File: config.mk
export PLATFORM = sky130hd
export DESIGN_NAME = cam_wr_ctrl
export DESIGN_NICKNAME = d
export VERILOG_FILES = /design/src/rtl/cam_wr_ctrl.sv
export SDC_FILE = /design/constraint.sdc
export NUM_CORES = 1
export LEC_CHECK = 0
export ABC_AREA = 1
export BUFFER_PORTS_ARGS = -buffer_cell sky130_fd_sc_hd__buf_2
export CAP_MARGIN = 0
export CORE_MARGIN = 5
export CORE_UTILIZATION = 30
export DETAILED_ROUTE_END_ITERATION = 8
export SLEW_MARGIN = 20
export SYNTH_ARGS = -nofsm -noshare
export SYNTH_HDL_FRONTEND = slang
export SYNTH_SLANG_ARGS = --single-unit
File: constraint.sdc
create_clock -name ACLK -period 3.1 [get_ports ACLK]
set_input_delay 0.155 -clock ACLK [delete_from_list [all_inputs] [get_ports ACLK]]
set_output_delay 0.155 -clock ACLK [all_outputs]
set_load 0.005 [all_outputs]
File: src/rtl/cam_wr_ctrl.sv
`timescale 1ns/1ps
`default_nettype none
// ============================================================================
// Module   : cam_wr_ctrl
// Purpose  : Read-side sequencer for the camera line FIFO (ACLK domain).
//            Resets the FIFO at frame start, then drains it in fixed 8-beat
//            AXI4 INCR write bursts to a DDR frame buffer. Tracks frame
//            progress, flags FIFO overflow/underflow and write errors, and
//            pulses DONE once a whole frame has been acknowledged.
// Revision : 1.0 - initial release
// ----------------------------------------------------------------------------
// Ports:
//   ACLK, ARESETN          clock, asynchronous active-low reset
//   START, BASEADDR        frame start pulse and frame buffer base address
//   BUSY, DONE             capture in progress / one-cycle frame-complete
//   ERR_OVER/UNDER/RESP    sticky error flags, cleared by an accepted START
//   FIFORST, FIFORD        FIFO reset and read enable
//   FIFOVALID, HASDATA     FIFO read data valid (1 cycle after FIFORD),
//                          at least 8 words readable
//   READDATA               FIFO word {pixA[23:0], pixB[23:0]}
//   BUF_OVER, BUF_UNDER    FIFO overflow / underflow flags
//   AW*, W*, B*            AXI4 write address / data / response channels
// ============================================================================
module cam_wr_ctrl #(
  parameter int FRAME_BEATS = 153600,
  parameter int ADDR_W      = 32,
  parameter int RST_CYCLES  = 16
) (
  input  logic              ACLK,
  input  logic              ARESETN,
  input  logic              START,
  input  logic [ADDR_W-1:0] BASEADDR,
  output logic              BUSY,
  output logic              DONE,
  output logic              ERR_OVER,
  output logic              ERR_UNDER,
  output logic              ERR_RESP,
  output logic              FIFORST,
  output logic              FIFORD,
  input  logic              FIFOVALID,
  input  logic              HASDATA,
  input  logic [47:0]       READDATA,
  input  logic              BUF_OVER,
  input  logic              BUF_UNDER,
  output logic [ADDR_W-1:0] AWADDR,
  output logic [7:0]        AWLEN,
  output logic [2:0]        AWSIZE,
  output logic [1:0]        AWBURST,
  output logic              AWVALID,
  input  logic              AWREADY,
  output logic [63:0]       WDATA,
  output logic [7:0]        WSTRB,
  output logic              WLAST,
  output logic              WVALID,
  input  logic              WREADY,
  input  logic [1:0]        BRESP,
  input  logic              BVALID,
  output logic              BREADY
);

  localparam int BEAT_W = $clog2(FRAME_BEATS + 1);
  localparam int RST_W  = (RST_CYCLES > 1) ? $clog2(RST_CYCLES) : 1;
  // Beat count at the start of the final burst of a frame.
  localparam logic [BEAT_W-1:0] LAST_BURST_BASE = BEAT_W'(FRAME_BEATS - 8);
  localparam logic [RST_W-1:0]  RST_LAST        = RST_W'(RST_CYCLES - 1);

  typedef enum logic [2:0] {
    S_IDLE = 3'd0,
    S_FRST = 3'd1,
    S_WAIT = 3'd2,
    S_AW   = 3'd3,
    S_W    = 3'd4,
    S_B    = 3'd5
  } state_t;

  state_t              state;
  state_t              state_nxt;

  logic [ADDR_W-1:0]   addr;
  logic [BEAT_W-1:0]   beat_cnt;
  logic [RST_W-1:0]    rst_cnt;
  logic                busy;
  logic                done;
  logic                err_over;
  logic                err_under;
  logic                err_resp;

  // Skid buffer: buf0 is the head presented on WDATA, buf1 the second slot.
  logic [47:0]         buf0;
  logic [47:0]         buf1;
  logic [1:0]          occ;
  logic                inflight;     // a FIFO read was issued last cycle
  logic [3:0]          rd_issued;    // reads issued in the current burst
  logic [2:0]          wbeat;        // beats accepted in the current burst
  logic [1:0]          pending;
  logic                w_valid;
  logic                w_pop;

  assign pending = occ + {1'b0, inflight};
  assign w_pop   = WVALID & WREADY;

  // Constant AXI attributes: 8 beats of 8 bytes, incrementing.
  assign AWLEN   = 8'd7;
  assign AWSIZE  = 3'd3;
  assign AWBURST = 2'b01;
  assign WSTRB   = 8'hFF;

  assign AWADDR    = addr;
  assign WDATA     = {8'h00, buf0[47:24], 8'h00, buf0[23:0]};
  assign BUSY      = busy;
  assign DONE      = done;
  assign ERR_OVER  = err_over;
  assign ERR_UNDER = err_under;
  assign ERR_RESP  = err_resp;

  // --------------------------------------------------------------------------
  // State register
  // --------------------------------------------------------------------------
  always_ff @(posedge ACLK or negedge ARESETN) begin
    if (!ARESETN) begin
      state <= S_IDLE;
    end else begin
      state <= state_nxt;
    end
  end

  // --------------------------------------------------------------------------
  // Next state and handshake outputs
  // --------------------------------------------------------------------------
  always_comb begin
    state_nxt = state;
    FIFORST   = 1'b0;
    AWVALID   = 1'b0;
    BREADY    = 1'b0;
    w_valid   = 1'b0;
    WVALID    = 1'b0;
    WLAST     = 1'b0;
    FIFORD    = 1'b0;

    // Reads may start while AW is pending (read-ahead); the occupancy rule
    // keeps buffered plus in-flight words within the two skid slots.
    if ((state == S_AW || state == S_W) && (rd_issued < 4'd8) && (pending < 2'd2)) begin
      FIFORD = 1'b1;
    end

    w_valid = (state == S_W) && (occ != 2'd0);
    WVALID  = w_valid;
    WLAST   = w_valid && (wbeat == 3'd7);

    case (state)
      S_IDLE: begin
        if (START) state_nxt = S_FRST;
      end
      S_FRST: begin
        FIFORST = 1'b1;
        if (rst_cnt == RST_LAST) state_nxt = S_WAIT;
      end
      S_WAIT: begin
        if (HASDATA) state_nxt = S_AW;
      end
      S_AW: begin
        AWVALID = 1'b1;
        if (AWREADY) state_nxt = S_W;
      end
      S_W: begin
        if (w_valid && WREADY && (wbeat == 3'd7)) state_nxt = S_B;
      end
      S_B: begin
        BREADY = 1'b1;
        if (BVALID) state_nxt = (beat_cnt == LAST_BURST_BASE) ? S_IDLE : S_WAIT;
      end
      default: state_nxt = S_IDLE;
    endcase
  end

  // --------------------------------------------------------------------------
  // Frame control: address, beat counter, status and error flags
  // --------------------------------------------------------------------------
  always_ff @(posedge ACLK or negedge ARESETN) begin
    if (!ARESETN) begin
      addr      <= '0;
      beat_cnt  <= '0;
      rst_cnt   <= '0;
      busy      <= 1'b0;
      done      <= 1'b0;
      err_over  <= 1'b0;
      err_under <= 1'b0;
      err_resp  <= 1'b0;
    end else begin
      done <= 1'b0;
      case (state)
        S_IDLE: begin
          if (START) begin
            addr      <= {BASEADDR[ADDR_W-1:6], 6'b0};
            beat_cnt  <= '0;
            rst_cnt   <= '0;
            busy      <= 1'b1;
            err_over  <= 1'b0;
            err_under <= 1'b0;
            err_resp  <= 1'b0;
          end
        end
        S_FRST: begin
          rst_cnt <= (rst_cnt == RST_LAST) ? '0 : rst_cnt + 1'b1;
        end
        S_B: begin
          if (BVALID) begin
            if (BRESP != 2'b00) err_resp <= 1'b1;
            addr <= addr + ADDR_W'(64);
            if (beat_cnt == LAST_BURST_BASE) begin
              beat_cnt <= '0;
              busy     <= 1'b0;
              done     <= 1'b1;
            end else begin
              beat_cnt <= beat_cnt + BEAT_W'(8);
            end
          end
        end
        default: ;
      endcase
      // busy is low in IDLE, so these never collide with the START clear.
      if (busy && BUF_OVER)  err_over  <= 1'b1;
      if (busy && BUF_UNDER) err_under <= 1'b1;
    end
  end

  // --------------------------------------------------------------------------
  // FIFO read issue and skid buffer
  // --------------------------------------------------------------------------
  always_ff @(posedge ACLK or negedge ARESETN) begin
    if (!ARESETN) begin
      buf0      <= '0;
      buf1      <= '0;
      occ       <= '0;
      inflight  <= 1'b0;
      rd_issued <= '0;
      wbeat     <= '0;
    end else begin
      inflight <= FIFORD;
      if (FIFORD) rd_issued <= rd_issued + 4'd1;

      if (w_pop) begin
        if (WLAST) begin
          // All 8 reads are complete before the 8th beat is consumed.
          rd_issued <= '0;
          wbeat     <= '0;
        end else begin
          wbeat <= wbeat + 3'd1;
        end
      end

      if (FIFOVALID && w_pop) begin
        if (occ == 2'd1) begin
          buf0 <= READDATA;
        end else begin
          buf0 <= buf1;
          buf1 <= READDATA;
        end
      end else if (w_pop) begin
        buf0 <= buf1;
        occ  <= occ - 2'd1;
      end else if (FIFOVALID) begin
        if (occ == 2'd0) buf0 <= READDATA;
        else             buf1 <= READDATA;
        occ <= occ + 2'd1;
      end
    end
  end

endmodule
`default_nettype wire

* Yosys cells after proc, flatten, opt, wreduce, memory -nomap -nowiden
Index checks and enable logic that the tools add are counted. W data, S select, Z words.
Storage, ports and cells: bits of input ports 92, ROM bits 0, register bits 168, output and inout port bits 128, latch bits 0, memory bits (writable) 0, memories 0
Cells by class: add/subtract/negate cells 8, reductions and logical operators 34, equality and inequality tests 20, shift-type cells 0, divide/modulo/power cells 0, bitwise gates (word level) 2, mux-type cells 52, order comparisons 2, $mul 0
Operators with widths (number):
- $mux W48 | 10
- $mux W32 | 2
- $pmux W32 S2 | 1
- $mux W18 | 3
- $pmux W18 S2 | 1
- $add A32 B7 Y32 const B | 1
- $mux W3 | 7
- $mux W4 | 5
- $reduce_bool A2 Y1 | 10
- $add A18 B4 Y18 const B | 1
- $eq A18 B18 Y1 const B | 1
- $ne A2 B2 Y1 const B | 9
- $pmux W3 S6 | 1
- $mux W1 | 16
- $reduce_and A4 Y1 | 3
- $reduce_and A2 Y1 | 5
- $eq A3 B3 Y1 const B | 3
- $logic_and A1 B1 Y1 | 9
- $add A4 B1 Y4 const B | 2
- $pmux W4 S2 | 1
- $eq A3 B2 Y1 const B | 2
- $mux W2 | 3
- $reduce_and A6 Y1 | 1
- $reduce_bool A3 Y1 | 2
- 17 further kinds | 19

* Longest topological paths before layout
depth after elaboration 8, mapped depth 13

* Worst setup path before layout
OpenSTA, ideal clock, no wires.
kind reg2reg, start point register occ[0], end point register buf0[19], slack 824 ps, required time 2984 ps, cell stages (with the launch flop) 14, path buffers 3, data arrival time 2160 ps, cells stage by stage dfrtp_1 > inv_1 > ha_1 > nor2_4 > nand2_4 > buf_1 > ha_1 > clkinv_1 > nand2_2 > inv_2 > buf_4 > buf_6 > nand2_1 > nand2_1
Between the ends: cells in the longest elaborated chain, start to end 6, elaborated cells on any way between the ends 12, those cells by class 1 x eq/ne; 3 x mux; 1 x bitwise; 7 x reduce/logical
Ends and longest elaborated chain:
- start: declaration | line 91 | logic [1:0] occ;
- start signal: assignment | line 261 | occ <= occ - 2'd1;
- start signal: assignment | line 265 | occ <= occ + 2'd1;
- $reduce_bool A2 Y1 (*) | line 146 | w_valid = (state == S_W) && (occ != 2'd0);
- $logic_and A1 B1 Y1 (*) | line 146
- named net WVALID | line 54 | output logic WVALID,
- $and A1 B1 Y1 (*) | line 100 | assign w_pop = WVALID & WREADY;
- $logic_and A1 B1 Y1 | line 252 | if (FIFOVALID && w_pop) begin
- $reduce_bool A3 Y1 (no line)
- $reduce_and A2 Y1 (no line)
- end signal: assignment | line 256 | buf0 <= buf1;
- end signal: assignment | line 260 | buf0 <= buf1;
- end: declaration | line 89 | logic [47:0] buf0;
Mark *: on every way through the listed nets, which the timed path passes. The rest lies on a longest branch. A chain may end at the register's enable or synchronous reset.

* Final worst setup path
start point register occ[0], end point register buf0[30]
Between the ends: cells in the longest elaborated chain, start to end 6, elaborated cells on any way between the ends 12, those cells by class 1 x eq/ne; 3 x mux; 1 x bitwise; 7 x reduce/logical
Ends and longest elaborated chain (line):
- $reduce_bool A2 Y1 | 146
- $logic_and A1 B1 Y1 | 146
- $and A1 B1 Y1 | 100
- $logic_and A1 B1 Y1 | 252
- $reduce_bool A3 Y1 (no line)
- $reduce_and A2 Y1 (no line)
Several ways; a longest one is shown, not always the timed one.

==> results.json <==
{
  "drt_iter0_drc": 554,
  "max_clock_freq_ghz": 0.3983,
  "wire_per_inst_um": 14.39,
  "finClkSkew_ns": 0.007581,
  "clk_pin_slew_ns": 0.07,
  "max-cap-violations": 0,
  "via_count_of_the_first_global_routing_pass": 9008,
  "place.detailed.hpwl_um": 19150,
  "yosys-top-cells-area": "dfrtp_1 42%, nand2_1 19%, nand3_1 6.8%",
  "setup_crit_end_kind": "flop",
  "run_status": "finished, final reports clean",
  "seq_area_frac_synth": 0.4156,
  "ports_placed_on_the_boundary": 220,
  "netlist_instances": 1318,
  "mappedNetlistArea_um2": 9574,
  "row_count": 65,
  "cts_inserted_buffers": 17,
  "timing.slew.headroom": 0.4605,
  "cts-root-to-sink-buffers": 2,
  "die_footprint_um2": 35590,
  "max-vdd-ir-drop_uv": 388.9,
  "grt_overflow": 0,
  "avgSynthCellArea_um2": 7.264,
  "synth_largest_type_area_fraction": 0.4156,
  "clock_latency_on_the_worst_skew_pair_ns": 0.43,
  "cts_tree": "done",
  "number_of_warnings_reported_in_the_yosys_synthesis_log": 0,
  "layout_cell_area_excl_fill_um2": 11930,
  "detail-route-antenna-nets": 0,
  "ys.flop_type": "dfrtp_1",
  "timing.setup.critical_path_class": "flop to flop",
  "nNetsFinal": 1630,
  "layout_stage_area_growth_over_the_synthesis_result_pct": 24.65,
  "core_area_um2": 31560,
  "path_max_fanout": 27,
  "critPathLaunchType": "flop",
  "start_util": 0.3034,
  "synth_cell_types": 40,
  "timing.final.crit_period_ns": 2.511,
  "grt_util_all_layers": 0.1561,
  "grt_max_degree": 75,
  "synth.largest_area_cell": "dfrtp_1",
  "drt-vias-per-instance": 4.638,
  "antenna_found_initial": 2,
  "worstPathArrival_ns": 2.87,
  "path_cells": "inv_1, ha_1, nor2_4, nand2_4, nand2_4, nand2_2, inv_2, buf_12, nor2_1, nor2_1",
  "cts.hold.buffers_added": 59,
  "final-setup-viol-count": 0,
  "drt_first_pass_iters": 4,
  "cellPowerDensity_nw_per_um2": 868.0,
  "place.port_buffers": 170,
  "globalplace.congestion": 0.8162,
  "hold_violation_total_from_the_final_report": 0,
  "chipHeight_um": 188.6,
  "postRouteWirelength_um": 27990,
  "synth_top_cells_by_count": "479 x nand2_1, 159 x dfrtp_1, 131 x nand3_1, 122 x nor2_1, 113 x inv_1",
  "cts-root-buf": "clkbuf_16",
  "clock_sink_count": 159,
  "chipWidth_um": 188.6,
  "yosys_register_bits": 159,
  "timing.hold.worst.class": "input port to flop",
  "max_slew.worst_pin.slew_ns": 0.8084,
  "postCtsSetupRepairBufs": 0,
  "postLayoutCoreUtil": 0.3782,
  "placed_cell_area_um2": 10660,
  "htreeDepth": 4,
  "p_leak_uw": 0.006121,
  "critical_path.max_stage_delay_ns": 0.43,
  "cts-resized-gates": 0,
  "setup_repair_after_global_routing_missed_its_margin": "false",
  "timing_max_transition_violations_final": 0,
  "yosysMostFrequentCell": "nand2_1",
  "grt_first_pass_wirelength_um": 45870,
  "required_ns": 3.46,
  "detail_route.drc_violations": 0,
  "setup-tns-final_ns": 0,
  "async_set_reset_flop_share_out_of_synthesis": 1.000,
  "layout-drive-gt1-share": 0.1881,
  "synth-edff-count": 0,
  "final_clock_period_utilization_by_the_worst_path": 0.8100,
  "route.vias.total": 9021,
  "cp_slowest_cell": "dfrtp_1"
}
-- cell families after synthesis --
| kind of cell | Yosys count | share of synthesized area |
|---|---|---|
| and+or+nand+nor | 769 | 0.3323 |
| buffers and inverters | 212 | 0.1108 |
| DFF | 159 | 0.4156 |
| AOI/OAI and AO/OA | 107 | 0.06116 |
| muxes | 49 | 0.05750 |
| xor gates and xnor gates | 11 | 0.01006 |
| adders and majority gates | 9 | 0.01176 |
| other | 2 | 0.0007844 |
-- placed cells by master, fill, tap and decap left out, types with 2 or more instances in the layout --
cell type / instances
o22ai_1: 6
conb_1: 43
nand2_2: 2
a21oi_1: 18
a22o_1: 2
inv_2: 2
xor2_1: 9
o21bai_1: 3
or2_2: 7
nand2_4: 3
dlygate4sd3_1: 59
nor2_1: 122
ha_1: 8
clkinvlp_4: 5
clkbuf_16: 17
buf_4: 14
dfrtp_1: 159
nand4_1: 7
bufinv_16: 6
o21ai_0: 28
mux2_2: 48
nand3b_1: 2
nand3_1: 131
buf_12: 4
nor2_4: 4
xnor2_1: 2
inv_1: 113
o21ai_1: 43
nand2_1: 479
o211ai_1: 2
buf_2: 169
nor3_1: 9
-- critical path, delay by kind of cell, from the launching register on --
kind / cells / cell delay [ns]
AND/OR/NAND/NOR: 6 / 0.99
adder cells (fa/ha/maj): 1 / 0.29
buffers and inverters: 3 / 0.72
flip-flops: 1 / 0.43
-- metrics by stage --
step                      worst slack (ns)  total power, uW  hold slack (ns)  instances
after CTS                           0.5308            10480         0.002634       1944
final                               0.5891            10360          0.02334       1945
after global placement              0.6342             7758          0.06575       1853
after global routing                0.3668            11240          0.02559       1945
after detailed placement            0.5690             7888          0.07023       1853
after floorplan                     0.8238             6432          -0.1406       1359
-- final timing paths --
check | from | endpoint | slack [ns] | cells past startpoint
min in group asynchronous | ARESETN | DONE | 0.17 | 2
min | BASEADDR[26] | AWADDR[26] | 0.02 | 5
max reg2reg | occ[0] | buf0[30] | 0.59 | 10
max | occ[0] | buf0[30] | 0.59 | 10
min reg2reg | buf0[2] | buf0[2] | 0.48 | 2
max in group asynchronous | ARESETN | buf1[34] | 1.87 | 3
-- area by class of cell --
| cell class | count | area [um2] |
|---|---|---|
| clock inverter | 13 | 235.2 |
| sequential | 159 | 3979 |
| multi-input combinational | 988 | 4703 |
| clock buffer | 19 | 442.9 |
| tap | 402 | 503.0 |
| antenna | 1 | 2.502 |
| fill | 3258 | 19620 |
| timing repair buffer | 247 | 1633 |
| inverter | 116 | 435.4 |
-- per-layer routing --
metal / track usage / up-vias / wire [um]
met2: 0.2688 / 245 / 13430
met1: 0.1952 / 4229 / 12290
met5: 0 / - / 20
met4: 0.04064 / 2 / 373
met3: 0.04076 / 34 / 1873
li1: - / 4511 / -
-- power by group --
group / internal (uW) / leakage [uW] / switching, uW
clock network: 1540 / 0.000312 / 932
registers: 2920 / 0.00194 / 751
logic: 1750 / 0.00386 / 2470
total: 6210 / 0.00612 / 4150
-- flip-flops by register name (all words and copies together), names as in the netlist, 2 cells and up --
register / count
state: 3
rd_issued: 4
rst_cnt: 4
beat_cnt: 15
occ: 2
AWADDR: 26
wbeat: 3
buf0: 48
buf1: 48
Power figures use the tool's default switching activity.
